===== config.mk =====
export PLATFORM = sky130hd
export DESIGN_NAME = ws2812_driver
export DESIGN_NICKNAME = d
export VERILOG_FILES = /design/src/rtl/ws2812_driver.sv
export SDC_FILE = /design/constraint.sdc
export NUM_CORES = 1
export LEC_CHECK = 0
export ABC_CLOCK_PERIOD_IN_PS = 5800
export CAP_MARGIN = 10
export CORE_ASPECT_RATIO = 1.25
export CORE_MARGIN = 5
export CORE_UTILIZATION = 55
export DETAILED_ROUTE_END_ITERATION = 10
export HOLD_SLACK_MARGIN = 0.1
export PLACE_DENSITY_LB_ADDON = 0.25
export SLEW_MARGIN = 20
export SYNTH_ARGS = -nofsm -noshare
export SYNTH_HDL_FRONTEND = slang
export SYNTH_SLANG_ARGS = --single-unit

===== constraint.sdc =====
create_clock -name clk -period 5.8 [get_ports clk]
set_input_delay 0.87 -clock clk [delete_from_list [all_inputs] [get_ports clk]]
set_output_delay 0.87 -clock clk [all_outputs]
set_load 0.01 [all_outputs]

===== src/rtl/ws2812_driver.sv =====
// WS2812 serial LED driver: streams one 24-bit GRB pixel per LED, then holds the latch gap.
// Optional: define WS2812_AUTO_REFRESH_EN to restart a frame after every latch without a start request.
module ws2812_driver #(
    parameter int unsigned T_BIT   = 62,
    parameter int unsigned T0H     = 20,
    parameter int unsigned T1H     = 40,
    parameter int unsigned T_LATCH = 15000,
    parameter int unsigned LED_NUM = 64
) (
    input  logic        clk,
    input  logic        rst_n,
    input  logic        start,
    input  logic [23:0] color,
    output logic [5:0]  addr,
    output logic        busy,
    output logic        frame_done,
    output logic        dout
);

    localparam int unsigned BIT_W   = $clog2(T_BIT + 1);
    localparam int unsigned LATCH_W = $clog2(T_LATCH + 1);

    localparam logic [BIT_W-1:0]   BIT_LAST   = BIT_W'(T_BIT - 1);
    localparam logic [BIT_W-1:0]   HIGH_ONE   = BIT_W'(T1H);
    localparam logic [BIT_W-1:0]   HIGH_ZERO  = BIT_W'(T0H);
    localparam logic [LATCH_W-1:0] LATCH_LAST = LATCH_W'(T_LATCH - 1);
    localparam logic [5:0]         ADDR_LAST  = 6'(LED_NUM - 1);

    typedef enum logic [1:0] {
        IDLE,
        LOAD,
        SEND,
        LATCH
    } state_t;

    state_t             state,      state_next;
    logic [5:0]         addr_next;
    logic [BIT_W-1:0]   bit_cnt,    bit_cnt_next;
    logic [4:0]         bit_idx,    bit_idx_next;
    logic [23:0]        shift_reg,  shift_next;
    logic [LATCH_W-1:0] latch_cnt,  latch_cnt_next;
    logic               frame_done_next;
    logic               dout_next;

    always_ff @(posedge clk or negedge rst_n) begin
        if (!rst_n) begin
            state      <= IDLE;
            addr       <= '0;
            bit_cnt    <= '0;
            bit_idx    <= '0;
            shift_reg  <= '0;
            latch_cnt  <= '0;
            frame_done <= 1'b0;
            dout       <= 1'b0;
        end else begin
            state      <= state_next;
            addr       <= addr_next;
            bit_cnt    <= bit_cnt_next;
            bit_idx    <= bit_idx_next;
            shift_reg  <= shift_next;
            latch_cnt  <= latch_cnt_next;
            frame_done <= frame_done_next;
            dout       <= dout_next;
        end
    end

    always_comb begin
        state_next      = state;
        addr_next       = addr;
        bit_cnt_next    = bit_cnt;
        bit_idx_next    = bit_idx;
        shift_next      = shift_reg;
        latch_cnt_next  = latch_cnt;
        frame_done_next = 1'b0;
        dout_next       = 1'b0;

        case (state)
            IDLE: begin
                if (start) begin
                    addr_next  = '0;
                    state_next = LOAD;
                end
            end
            LOAD: begin
                // Colour arrives as {R,G,B}; the LED expects green first.
                shift_next   = {color[15:8], color[23:16], color[7:0]};
                bit_cnt_next = '0;
                bit_idx_next = '0;
                state_next   = SEND;
            end
            SEND: begin
                if (bit_cnt == BIT_LAST) begin
                    bit_cnt_next = '0;
                    if (bit_idx == 5'd23) begin
                        if (addr == ADDR_LAST) begin
                            latch_cnt_next = '0;
                            state_next     = LATCH;
                        end else begin
                            addr_next  = addr + 6'd1;
                            state_next = LOAD;
                        end
                    end else begin
                        bit_idx_next = bit_idx + 5'd1;
                        shift_next   = {shift_reg[22:0], 1'b0};
                    end
                end else begin
                    bit_cnt_next = bit_cnt + BIT_W'(1);
                end
            end
            LATCH: begin
                if (latch_cnt == LATCH_LAST) begin
                    latch_cnt_next  = '0;
                    frame_done_next = 1'b1;
`ifdef WS2812_AUTO_REFRESH_EN
                    addr_next  = '0;
                    state_next = LOAD;
`else
                    state_next = IDLE;
`endif
                end else begin
                    latch_cnt_next = latch_cnt + LATCH_W'(1);
                end
            end
            default: state_next = IDLE;
        endcase

        // dout is registered from next-state values so it lines up with bit_cnt without glitches.
        if (state_next == SEND) begin
            dout_next = (bit_cnt_next < (shift_next[23] ? HIGH_ONE : HIGH_ZERO));
        end
    end

    assign busy = (state != IDLE);

endmodule


==> reports/qor.yml <==
clock_network:
  postCtsSetupRepairBufs: 0
  cts.repair.resized: 0
  numCtsBuffers: 9
  cts_tree: "built"
  cts_buffer_depth: 2
  htreeDepth: 3
  holdBufCountCts: 0
  clk_pin_slew_ns: 0.07
  cts_sinks: 59
  cts_root_buf: "clkbuf_8"
  clk-insertion-delay-late_ns: 0.33
critical_path:
  cp.arrival_ns: 3.22
  cp_data_required_time_ns: 6.02
  criticalPathCategory: "reg2reg"
  worstPathMaxFanout: 26
  worstSetupEndpointType: "register"
  cp-startpoint: "state[1]"
  start_kind: "register"
  r2r-start: "state[1]"
synth:
  synth_area_per_cell_um2: 9.31
  synth-edff-count: 0
  yosysWarnings: 0
  yosys_register_bits: 59
  synthCells: 346
  synthFlopType: "dfrtp_1"
  syn-cell-area_mm2: 0.00322
  yosys.cell_types.count: 51
  seq_area_frac_synth_pct: 45.8
  async_flop_share_pct: 100
  syn_nets: 385
power:
  p_leak_uw: 0.00165
  peakVddDrop_uv: 156
  pwr_density_cell_mw_per_mm2: 224
placed_design:
  dp_hpwl_mm: 4.57
  place.gp.congestion: 0.833
  numPortBuffers: 35
  dpl_cell_area_mm2: 0.00362
  dp.cells: 435
final_layout:
  drive_gt1_share_pct: 8.05
  n_antenna_cell: 0
  multi_input_area_mm2: 0.00164
  design_area_mm2: 0.00384
  fin_nets: 419
  fin_cells: 451
  largest_register_ffs: 24
  fillers: 463
  area_growth_pct: 19.3
  seqCellArea_mm2: 0.00148
detailed_routing:
  vias: 2779
  highest_layer: "met4"
  wirelength_met1_mm: 3.00
  vias_per_cell: 6.16
  met3_length_um: 282
  dr.pass1.iters: 5
  ant_nets: 0
  drtIter0Drc: 208
  routed_wl_mm: 6.89
  route.met2.wl_mm: 3.51
  wire_per_inst_um: 15.3
  drc: 0
floorplanning:
  core-area_mm2: 0.00574
  die_x_um: 78.5
  die_h_um: 95.6
  die_area_mm2: 0.00750
  initial_utilization_pct: 56.1
  ios: 36
  fp-row-count: 31
global_route:
  antenna_found_initial: 0
  grt_pass1_wl_mm: 12.1
  gr-total-overflow: 0
  grt_max_degree: 60
  grt_use_total_pct: 20.4
  grt_pass1_vias: 2622
timing:
  layout_min_cycle_time_ns: 3.00
  tightest_slew_ns: 0.909
  maxSlewHeadroom_pct: 38.8
  post-route-period-util_pct: 51.7
  maxSlewViolCount: 0
  fin_tns_setup_ns: 0
  finClkSkew_ns: 0.00616
  clock.fmax_ghz: 0.333
  rsz0062_at_grt: "no"
  setup_viol: 0
  finalHoldViolCount: 0
flow_run:
  drv_cap: 0
worst_hold_path:
  min_from: "latch_cnt[13]"
  hold_class: "reg2reg"
status:
  status: "completed"
[worst paths after layout]
kind	end	slack [ns]	cells past startpoint
min in group asynchronous	latch_cnt[13]	0.68	2
worst max register to register	dout	2.80	10
worst min-delay path	latch_cnt[13]	0.48	1
max in group asynchronous	state[1]	4.63	2
worst max-delay path	dout	2.80	10
worst min register to register	latch_cnt[13]	0.48	1
[power breakdown]
group / leakage, uW / internal, uW / switching, uW
Clock: 0.000108 / 253 / 170
Combinational: 0.000864 / 15.3 / 10.8
Sequential: 0.000679 / 411 / 0
Total: 0.00165 / 680 / 181
[Yosys cell counts, types with 2 or more instances]
library cell  number  area [um^2]
and3_1             6         37.5
xor2_1             5         43.8
ha_1              12          150
a22o_1             5         43.8
a22oi_1           22          165
nor2_1            19         71.3
a21oi_1           13         65.1
nand4b_1           3         26.3
o31a_1             2         17.5
nand4_1            5         31.3
buf_2              2         10.0
and4b_1            3         30.0
dfrtp_1           59         1480
inv_1              9         33.8
a21o_1             5         37.5
o22ai_1            2         12.5
clkbuf_1          13         48.8
nand2b_1           3         18.8
or4_1              4         30.0
nor4_1             2         12.5
nor4b_1            3         26.3
mux2i_1            3         30.0
o311a_1            2         20.0
nand2_1           51          191
nor3_1             8         40.0
o21ai_1            7         35.0
o21ai_0           37          185
o31ai_1            4         30.0
nand3_1           12         60.1
mux2_2             4         45.0
[kinds of logic (layout without fill, tap and decap cells)]
| kind of cell | count (synthesis) | after routing | synth area share (%) |
|---|---|---|---|
| DFF | 59 | 59 | 45.8 |
| AOI/OAI and AO/OA | 108 | 108 | 21.8 |
| adders and majority gates | 12 | 12 | 4.66 |
| buffers and inverters | 26 | 65 | 3.34 |
| and+or+nand+nor | 128 | 128 | 20.4 |
| muxes | 7 | 7 | 2.33 |
| xor gates and xnor gates | 6 | 6 | 1.63 |
[cell usage in the layout, fill, tap and decap left out, types with 5 or more instances in the layout]
cell	count
nor2_1	19
o21ai_1	7
clkbuf_8	10
xor2_1	5
nand4_1	5
clkdlybuf4s50_1	34
nand2_1	51
nand3_1	12
a21oi_1	13
inv_1	9
a21o_1	5
a22oi_1	22
and3_1	6
ha_1	12
a22o_1	5
nor3_1	8
o21ai_0	37
dfrtp_1	59
[worst max-delay path, stage by stage (launching register included)]
cell,delay [ns]
dfrtp_1,0.43
inv_1,0.09
ha_1,0.49
inv_1,0.39
nor3_1,0.28
a21oi_1,0.06
o2bb2ai_1,0.20
ha_1,0.29
a21o_1,0.19
a21o_1,0.17
nor4b_1,0.29
[through the flow]
stage / hold slack, ns / total power, uW / setup WS, ns / util (%)
4_1_cts: 0.482 / 873 / 2.79 / 66.9
3_3_place_gp: 0.463 / 446 / 2.94 / 63.0
2_1_floorplan: 0.443 / 419 / 3.45 / -
3_5_place_dp: 0.472 / 446 / 2.82 / 63.0
6_report: 0.477 / 861 / 2.80 / 66.9
5_1_grt: 0.520 / 898 / 2.52 / 66.9
[per-layer routing]
| layer | track usage (%) | vias up |
|---|---|---|
| met5 | 0 | - |
| met4 | 8.31 | 0 |
| met3 | 4.82 | 8 |
| met2 | 33.9 | 69 |
| met1 | 25.7 | 1361 |
| li1 | - | 1341 |
[final cells by class]
cell class              instances  area share [%]
repair buffers                 39            9.77
clock buffers                  10            3.58
inverters                      10           0.977
well taps                      66            2.15
flip-flops and latches         59            38.4
clock inverters                 6            2.31
multi-input cells             261            42.8
No activity file was read; power rests on OpenSTA's default activity.
